File: config.mk
export PLATFORM = sky130hd
export DESIGN_NAME = lut_chain_loader
export DESIGN_NICKNAME = d
export VERILOG_FILES = /design/src/rtl/lut_chain_loader.sv
export SDC_FILE = /design/constraint.sdc
export NUM_CORES = 1
export LEC_CHECK = 0
export BUFFER_PORTS_ARGS = -buffer_cell sky130_fd_sc_hd__buf_2
export CAP_MARGIN = 20
export CORE_AREA = 2 2 218 220
export DETAILED_ROUTE_END_ITERATION = 12
export DIE_AREA = 0 0 220 222
export GPL_ROUTABILITY_DRIVEN = 1
export PLACE_DENSITY = 0.83
export SKIP_CTS_REPAIR_TIMING = 1
export SYNTH_ARGS = -nofsm -noshare
export SYNTH_HDL_FRONTEND = slang
export SYNTH_SLANG_ARGS = --single-unit
File: constraint.sdc
create_clock -name clk -period 2.9 [get_ports clk]
set_input_delay 0.58 -clock clk [delete_from_list [all_inputs] [get_ports clk]]
set_output_delay 0.58 -clock clk [all_outputs]
set_load 0.1 [all_outputs]
File: src/rtl/lut_chain_loader.sv
`default_nettype none
// ============================================================================
// Module   : lut_chain_loader
// Brief    : Assembles streamed words into LUT tables and shifts them down
//            the cell_logic chain with one init pulse per table.
// Revision : 1.0 - initial release
// ============================================================================
module lut_chain_loader #(
    parameter int NUM_INPUTS = 9,
    parameter int NUM_CELLS  = 16,
    parameter int WORD_W     = 32
) (
    input  logic                       clk,
    input  logic                       rst_n,
    input  logic                       start,
    input  logic [WORD_W-1:0]          word_in,
    input  logic                       word_valid,
    output logic                       word_ready,
    output logic [(2**NUM_INPUTS)-1:0] logic_inputs,
    output logic                       init,
    output logic                       busy,
    output logic                       done
);

    localparam int c_table_w = 2 ** NUM_INPUTS;
    localparam int c_words   = c_table_w / WORD_W;
    localparam int c_wcw     = (c_words > 1)   ? $clog2(c_words)   : 1;
    localparam int c_ccw     = (NUM_CELLS > 1) ? $clog2(NUM_CELLS) : 1;

    typedef enum logic [1:0] {
        S_IDLE    = 2'd0,
        S_COLLECT = 2'd1,
        S_SHIFT   = 2'd2,
        S_DONE    = 2'd3
    } state_t;

    state_t                 r_state;
    state_t                 w_next;
    logic [c_wcw-1:0]       r_word_cnt;
    logic [c_ccw-1:0]       r_cell_cnt;
    logic [c_table_w-1:0]   r_asm;
    logic                   w_accept;
    logic                   w_last_word;
    logic                   w_last_cell;

    assign w_accept    = (r_state == S_COLLECT) && word_valid;
    assign w_last_word = (r_word_cnt == c_wcw'(c_words - 1));
    assign w_last_cell = (r_cell_cnt == c_ccw'(NUM_CELLS - 1));

    always_ff @(posedge clk or negedge rst_n) begin
        if (!rst_n) begin
            r_state <= S_IDLE;
        end else begin
            r_state <= w_next;
        end
    end

    always_comb begin
        w_next = r_state;
        case (r_state)
            S_IDLE:    if (start) w_next = S_COLLECT;
            S_COLLECT: if (w_accept && w_last_word) w_next = S_SHIFT;
            S_SHIFT:   w_next = w_last_cell ? S_DONE : S_COLLECT;
            S_DONE:    w_next = S_IDLE;
            default:   w_next = S_IDLE;
        endcase
    end

    always_ff @(posedge clk or negedge rst_n) begin
        if (!rst_n) begin
            r_word_cnt <= '0;
            r_cell_cnt <= '0;
        end else begin
            case (r_state)
                S_IDLE: begin
                    if (start) begin
                        r_word_cnt <= '0;
                        r_cell_cnt <= '0;
                    end
                end
                S_COLLECT: begin
                    if (w_accept) begin
                        r_word_cnt <= w_last_word ? '0 : r_word_cnt + 1'b1;
                    end
                end
                S_SHIFT: begin
                    if (!w_last_cell) begin
                        r_cell_cnt <= r_cell_cnt + 1'b1;
                        r_word_cnt <= '0;
                    end
                end
                default: ;
            endcase
        end
    end

    // Word 0 lands in the least-significant slice; the table is never cleared
    // because every slice is rewritten before the next init pulse.
    always_ff @(posedge clk or negedge rst_n) begin
        if (!rst_n) begin
            r_asm <= '0;
        end else if (w_accept) begin
            r_asm[int'(r_word_cnt)*WORD_W +: WORD_W] <= word_in;
        end
    end

    assign logic_inputs = r_asm;
    assign word_ready   = (r_state == S_COLLECT);
    assign init         = (r_state == S_SHIFT);
    assign busy         = (r_state != S_IDLE);
    assign done         = (r_state == S_DONE);

endmodule
`default_nettype wire

-- Yosys cells after proc, flatten, opt, wreduce, memory -nomap -nowiden
Index checks and enable logic that the tools add are counted.
- register bits after elaboration: 522
- bits in latches: 0
- RAM bits: 0
- bits in read-only memories: 0
- bits of input ports: 36
- word-level logic and storage cells: 39
- memories: 0
- $add $sub $neg: 3
- multipliers: 0
- div/mod/pow operators: 0
- order comparisons: 0
- equal/unequal tests: 9
- shift-type cells: 2
- muxes and demuxes: 12
- bitwise operators: 0
- reductions and logical operators: 9
- operators with widths (cell ; count):
    bitwise mux 512 bit ; 1
    variable shift 32 x 33 -> 512 bit (first input constant) ; 1
    variable part select 32 x 33 -> 512 bit ; 1
    negation 9 -> 33 bit ; 1
    two-way mux 4 bit ; 5
    case mux 4 bit (3 select lines) ; 1
    adder 4 x 1 -> 4 bit (second input constant) ; 2
    == test 4 bit (second input constant) ; 2
    case mux 2 bit (4 select lines) ; 1
    case mux 4 bit (2 select lines) ; 1
    two-way mux 2 bit ; 3
    == test 2 bit (second input constant) ; 2
    != test 2 x 1 -> 1 bit (second input constant) ; 2
    != test 2 bit (second input constant) ; 2
    AND reduction 4 bit ; 1
    nonzero test 2 bit ; 2
    AND reduction 3 bit ; 1
    nonzero test 3 bit ; 1
    == test 2 x 1 -> 1 bit (second input constant) ; 1
    logical AND 1 bit ; 2
    zero test 2 bit ; 1
    AND reduction 2 bit ; 1

-- Logic depth before layout (Yosys ltp)
- depth in word-level cells: 5
- depth in mapped cells: 11
- depth with buffers taken out: 6

-- Least setup slack after synthesis
Ideal clock, no wire load.
- path kind: reg2reg
- from: register r_word_cnt[0]
- to: register r_asm[194] (netlist: logic_inputs[194])
- arrival time: 2.345 ns
- data required time: 2.805 ns
- slack: 0.459 ns
- cell stages (with the launch flop): 12
- buffers on the path: 5
- clock period less this slack: 2.441 ns
- path through: dfrtp_1 > clkbuf_1 > inv_1 > ha_1 > and2b_1 > nand2b_1 > buf_2 > buf_2 > or2_1 > buf_2 > buf_6 > o31ai_1
- word-level cells in the longest chain between the ends: 3
- elaborated cells on any way between the ends: 4
- classes of those cells: add/sub (1); shift (2); mux (1)
- RTL lines (element ; line ; source):
    from (decl) ; 39 ; logic [c_wcw-1:0] r_word_cnt;
    from (signal assigned) ; 83 ; r_word_cnt <= w_last_word ? '0 : r_word_cnt + 1'b1;
    negation 9 -> 33 bit * ; 103 ; r_asm[int'(r_word_cnt)*WORD_W +: WORD_W] <= word_in;
    variable part select 32 x 33 -> 512 bit or variable shift 32 x 33 -> 512 bit (tied branches) ; 103 ;
    bitwise mux 512 bit * ; 103 ;
    to (signal, indexed assignment) ; 103 ;
    to (decl) ; 41 ; logic [c_table_w-1:0] r_asm;
Mark *: on every way between the ends. The rest lies on a longest branch, timed or not.
A chain may end at the register's enable or synchronous reset.

-- Final worst setup path
- from: register r_word_cnt[0]
- to: register r_asm[149] (netlist: logic_inputs[149])
The elaborated chain is that of the path after synthesis.

==> reports/metrics.csv <==
stage,metric,value,unit
clocking,clock_latency,0.60,ns
global_routing,grt_busiest_layer,met2,
global_routing,grt_overflow,0,
synthesis,muxShareOfSynthArea,0.0511,
timing,tightest_slew,1.16,ns
global_routing,grt_pass1_vias,18800,
timing,setup_viol,0,
global_routing,use_met1,0.407,
setup_path,cp-endpoint,logic_inputs[149]$_DFFE_PN0P_,
timing,hold_slack,0.0450,ns
clocking,cts.path.max_buffers,3,
synthesis,synth.net_count,2131,
synthesis,synth_cells,2091,
clocking,h-tree-depth,2,
setup_path,crit_path_end_kind,flip-flop,
cells_and_area,finalNetCount,2594,
cells_and_area,final_util,0.579,
timing,fmax,0.365,GHz
synthesis,synthXorXnorAreaFrac,0.00151,
synthesis,yosys_warnings,0,
synthesis,synth-edff-count,0,
synthesis,synth_ff_type,dfrtp_1,
die,core-area,46300,µm²
setup_path,reg2reg_depth,6,
synthesis,synthSimpleGateAreaFrac,0.105,
die,fp-row-count,79,
synthesis,synth_area_leaders,"dfrtp_1 61%, o21ai_0 7.7%, nand2_1 7.4%",
timing,hold_violations,0,
die,die_area,48800,µm²
timing,clock_skew,0.0219,ns
drt,post_drt_wl_per_cell,24.8,µm
setup_path,start_kind,flip-flop,
synthesis,synthAdderAreaFrac,0.00232,
die,io_pins,552,
die,initial_core_util,0.466,
timing,setup_tns,0,ns
drt,first_iter_violations,2257,
global_routing,grtUsageMet3,0.0967,
setup_path,worstPathRequired,3.31,ns
synthesis,synth_compound_area_frac,0.187,
clocking,clock_sinks,522,
timing,slew_violations,0,
outcome,status,finished clean,
setup_path,r2r_end,logic_inputs[149]$_DFFE_PN0P_,
drt,viasPerCell,6.06,
placed_design,gp_congestion,0.915,
clocking,cts_made_buffers,52,
global_routing,grt_use_total,0.318,
drt,drtPass1Iterations,6,
timing,post-route-min-period,2.74,ns
synthesis,syn_area,21600,µm²
timing,period_share,0.943,
drt,remaining_drc_errors,0,
clocking,clkTransAtPathRegs,0.07,ns
cells_and_area,final_area,26800,µm²
setup_path,r2r_start,r_word_cnt[0]$_DFFE_PN0P_,
timing,rsz0062_at_grt,no,
setup_path,startpoint,r_word_cnt[0]$_DFFE_PN0P_,
cells_and_area,drive_gt1_frac,0.327,
placed_design,place_area,25100,µm²
min_path,hold_path.class,input pin to async pin,
clocking,cts_root_buf,clkbuf_16,
setup_path,cp_max_fo,32,
global_routing,grt_start_max_net_pins,88,
placed_design,hpwl,50800,µm
timing,relSlewSlack,0.225,
synthesis,yosysSeqAreaShare,0.605,
synthesis,yosysTopAreaCellShare,0.605,
run,cap_violations,0,
synthesis,ys_ff_latch,522,
setup_path,rrSetupSlack,0.16,ns
setup_path,arrival,3.14,ns
global_routing,grt_pass1_wl,117000,µm
die,fp.dieW,220,µm
drt,ant_nets,0,
global_routing,grt_antenna_before_repair,3,
synthesis,yosys.area.top_type,dfrtp_1,
drt,vias,19400,
global_routing,gr-usage-met2,0.476,
synthesis,synth_top_family_by_area,compound AO/OA/AOI/OAI gates,
cells_and_area,area_growth,24.1,%
setup_path,critical_path_class,flip-flop to flip-flop,
clocking,cts_tree,yes,
synthesis,synthArstFlopShare,1.00,
synthesis,synth_area_per_cell,10.3,µm²
synthesis,ys_types,53,
die,die_h,222,µm
placed_design,io_buffers,551,
drt,finalWirelength,79200,µm
[routing by layer]
layer | vias up | share of wire
li1 | 8162 | -
met1 | 9483 | 0.37
met2 | 1420 | 0.45
met3 | 307 | 0.12
met4 | 4 | 0.064
met5 | - | 0.00029
[state kept, by name (all words and copies together) (netlist names)]
signal	flops
r_state	2
logic_inputs	512
r_cell_cnt	4
r_word_cnt	4
[how the worst min path moves through the flow]
stage                             startpoint                             to  depth (start not counted)
2_1_floorplan                          rst_n    logic_inputs[0]$_DFFE_PN0P_                          0
4_1_cts                                rst_n    logic_inputs[0]$_DFFE_PN0P_                          1
3_3_place_gp   logic_inputs[224]$_DFFE_PN0P_  logic_inputs[224]$_DFFE_PN0P_                          2
5_1_grt                                rst_n   logic_inputs[17]$_DFFE_PN0P_                          1
3_5_place_dp   logic_inputs[422]$_DFFE_PN0P_  logic_inputs[422]$_DFFE_PN0P_                          2
6_report                               rst_n    logic_inputs[0]$_DFFE_PN0P_                          1
[through the flow]
step           setup slack, ns  instances
3_3_place_gp             0.313       3106
6_report                 0.164       3200
3_5_place_dp             0.182       3106
4_1_cts                  0.174       3197
5_1_grt                0.00618       3198
2_1_floorplan            0.459       2091
[synth_stat cells (2+ instances only)]
| master | number |
|---|---|
| o21ai_1 | 59 |
| nor3_4 | 2 |
| nand4_1 | 10 |
| nand3_1 | 5 |
| o211a_1 | 2 |
| o21ai_0 | 330 |
| dfrtp_1 | 522 |
| buf_2 | 24 |
| o31ai_1 | 201 |
| buf_4 | 4 |
| clkbuf_2 | 2 |
| o2111ai_2 | 4 |
| ha_1 | 4 |
| nand2b_1 | 9 |
| or2_1 | 5 |
| nor4_2 | 4 |
| nor3_1 | 2 |
| or2_2 | 3 |
| a21boi_0 | 24 |
| nand2_1 | 425 |
| buf_6 | 3 |
| and2_1 | 2 |
| inv_1 | 43 |
| a21oi_1 | 4 |
| nor2b_1 | 3 |
| mux2_1 | 2 |
| nor2_1 | 71 |
| clkbuf_1 | 165 |
| buf_1 | 12 |
| a22o_1 | 4 |
| mux2_2 | 96 |
| a31o_2 | 24 |
[worst max-delay path, stage by stage, from the launching register on]
cell	delay, ns
dfrtp_1	0.45
inv_1	0.12
ha_1	0.54
nor2_1	0.12
nand2b_2	0.13
or2_1	0.86
o21ai_0	0.31
[area by class of cell]
class                      instances  area (µm²)
clock inverter                    13         130
inverter                          44         165
clock buffer                      78        1520
fill                            3805       19500
antenna                            2        5.00
multi-input combinational       1315        7650
sequential                       522       13100
tap                              607         759
timing repair buffer             619        3470
[cells in the final DEF, fill, tap and decap left out, types with 5 or more instances in the layout]
| cell type | instances |
|---|---|
| a21boi_0 | 24 |
| a31o_2 | 24 |
| buf_12 | 14 |
| buf_2 | 550 |
| buf_4 | 53 |
| clkbuf_1 | 15 |
| clkbuf_16 | 53 |
| clkbuf_8 | 10 |
| clkinv_2 | 7 |
| dfrtp_1 | 522 |
| inv_1 | 43 |
| mux2_2 | 96 |
| nand2_1 | 422 |
| nand2b_1 | 7 |
| nand4_1 | 10 |
| nor2_1 | 70 |
| o21ai_0 | 330 |
| o21ai_1 | 59 |
| o31ai_1 | 201 |
| or2_1 | 5 |
[logic make-up after synthesis]
| family | count (synthesis) |
|---|---|
| AO/OA/AOI/OAI | 658 |
| XOR/XNOR | 2 |
| adder cells (fa/ha/maj) | 4 |
| buffers and inverters | 254 |
| flip-flops | 522 |
| multiplexers | 98 |
| AND/OR/NAND/NOR | 553 |
Power is not shown: default switching activity piles up to over one toggle a cycle in this logic, so the estimate is an artifact.
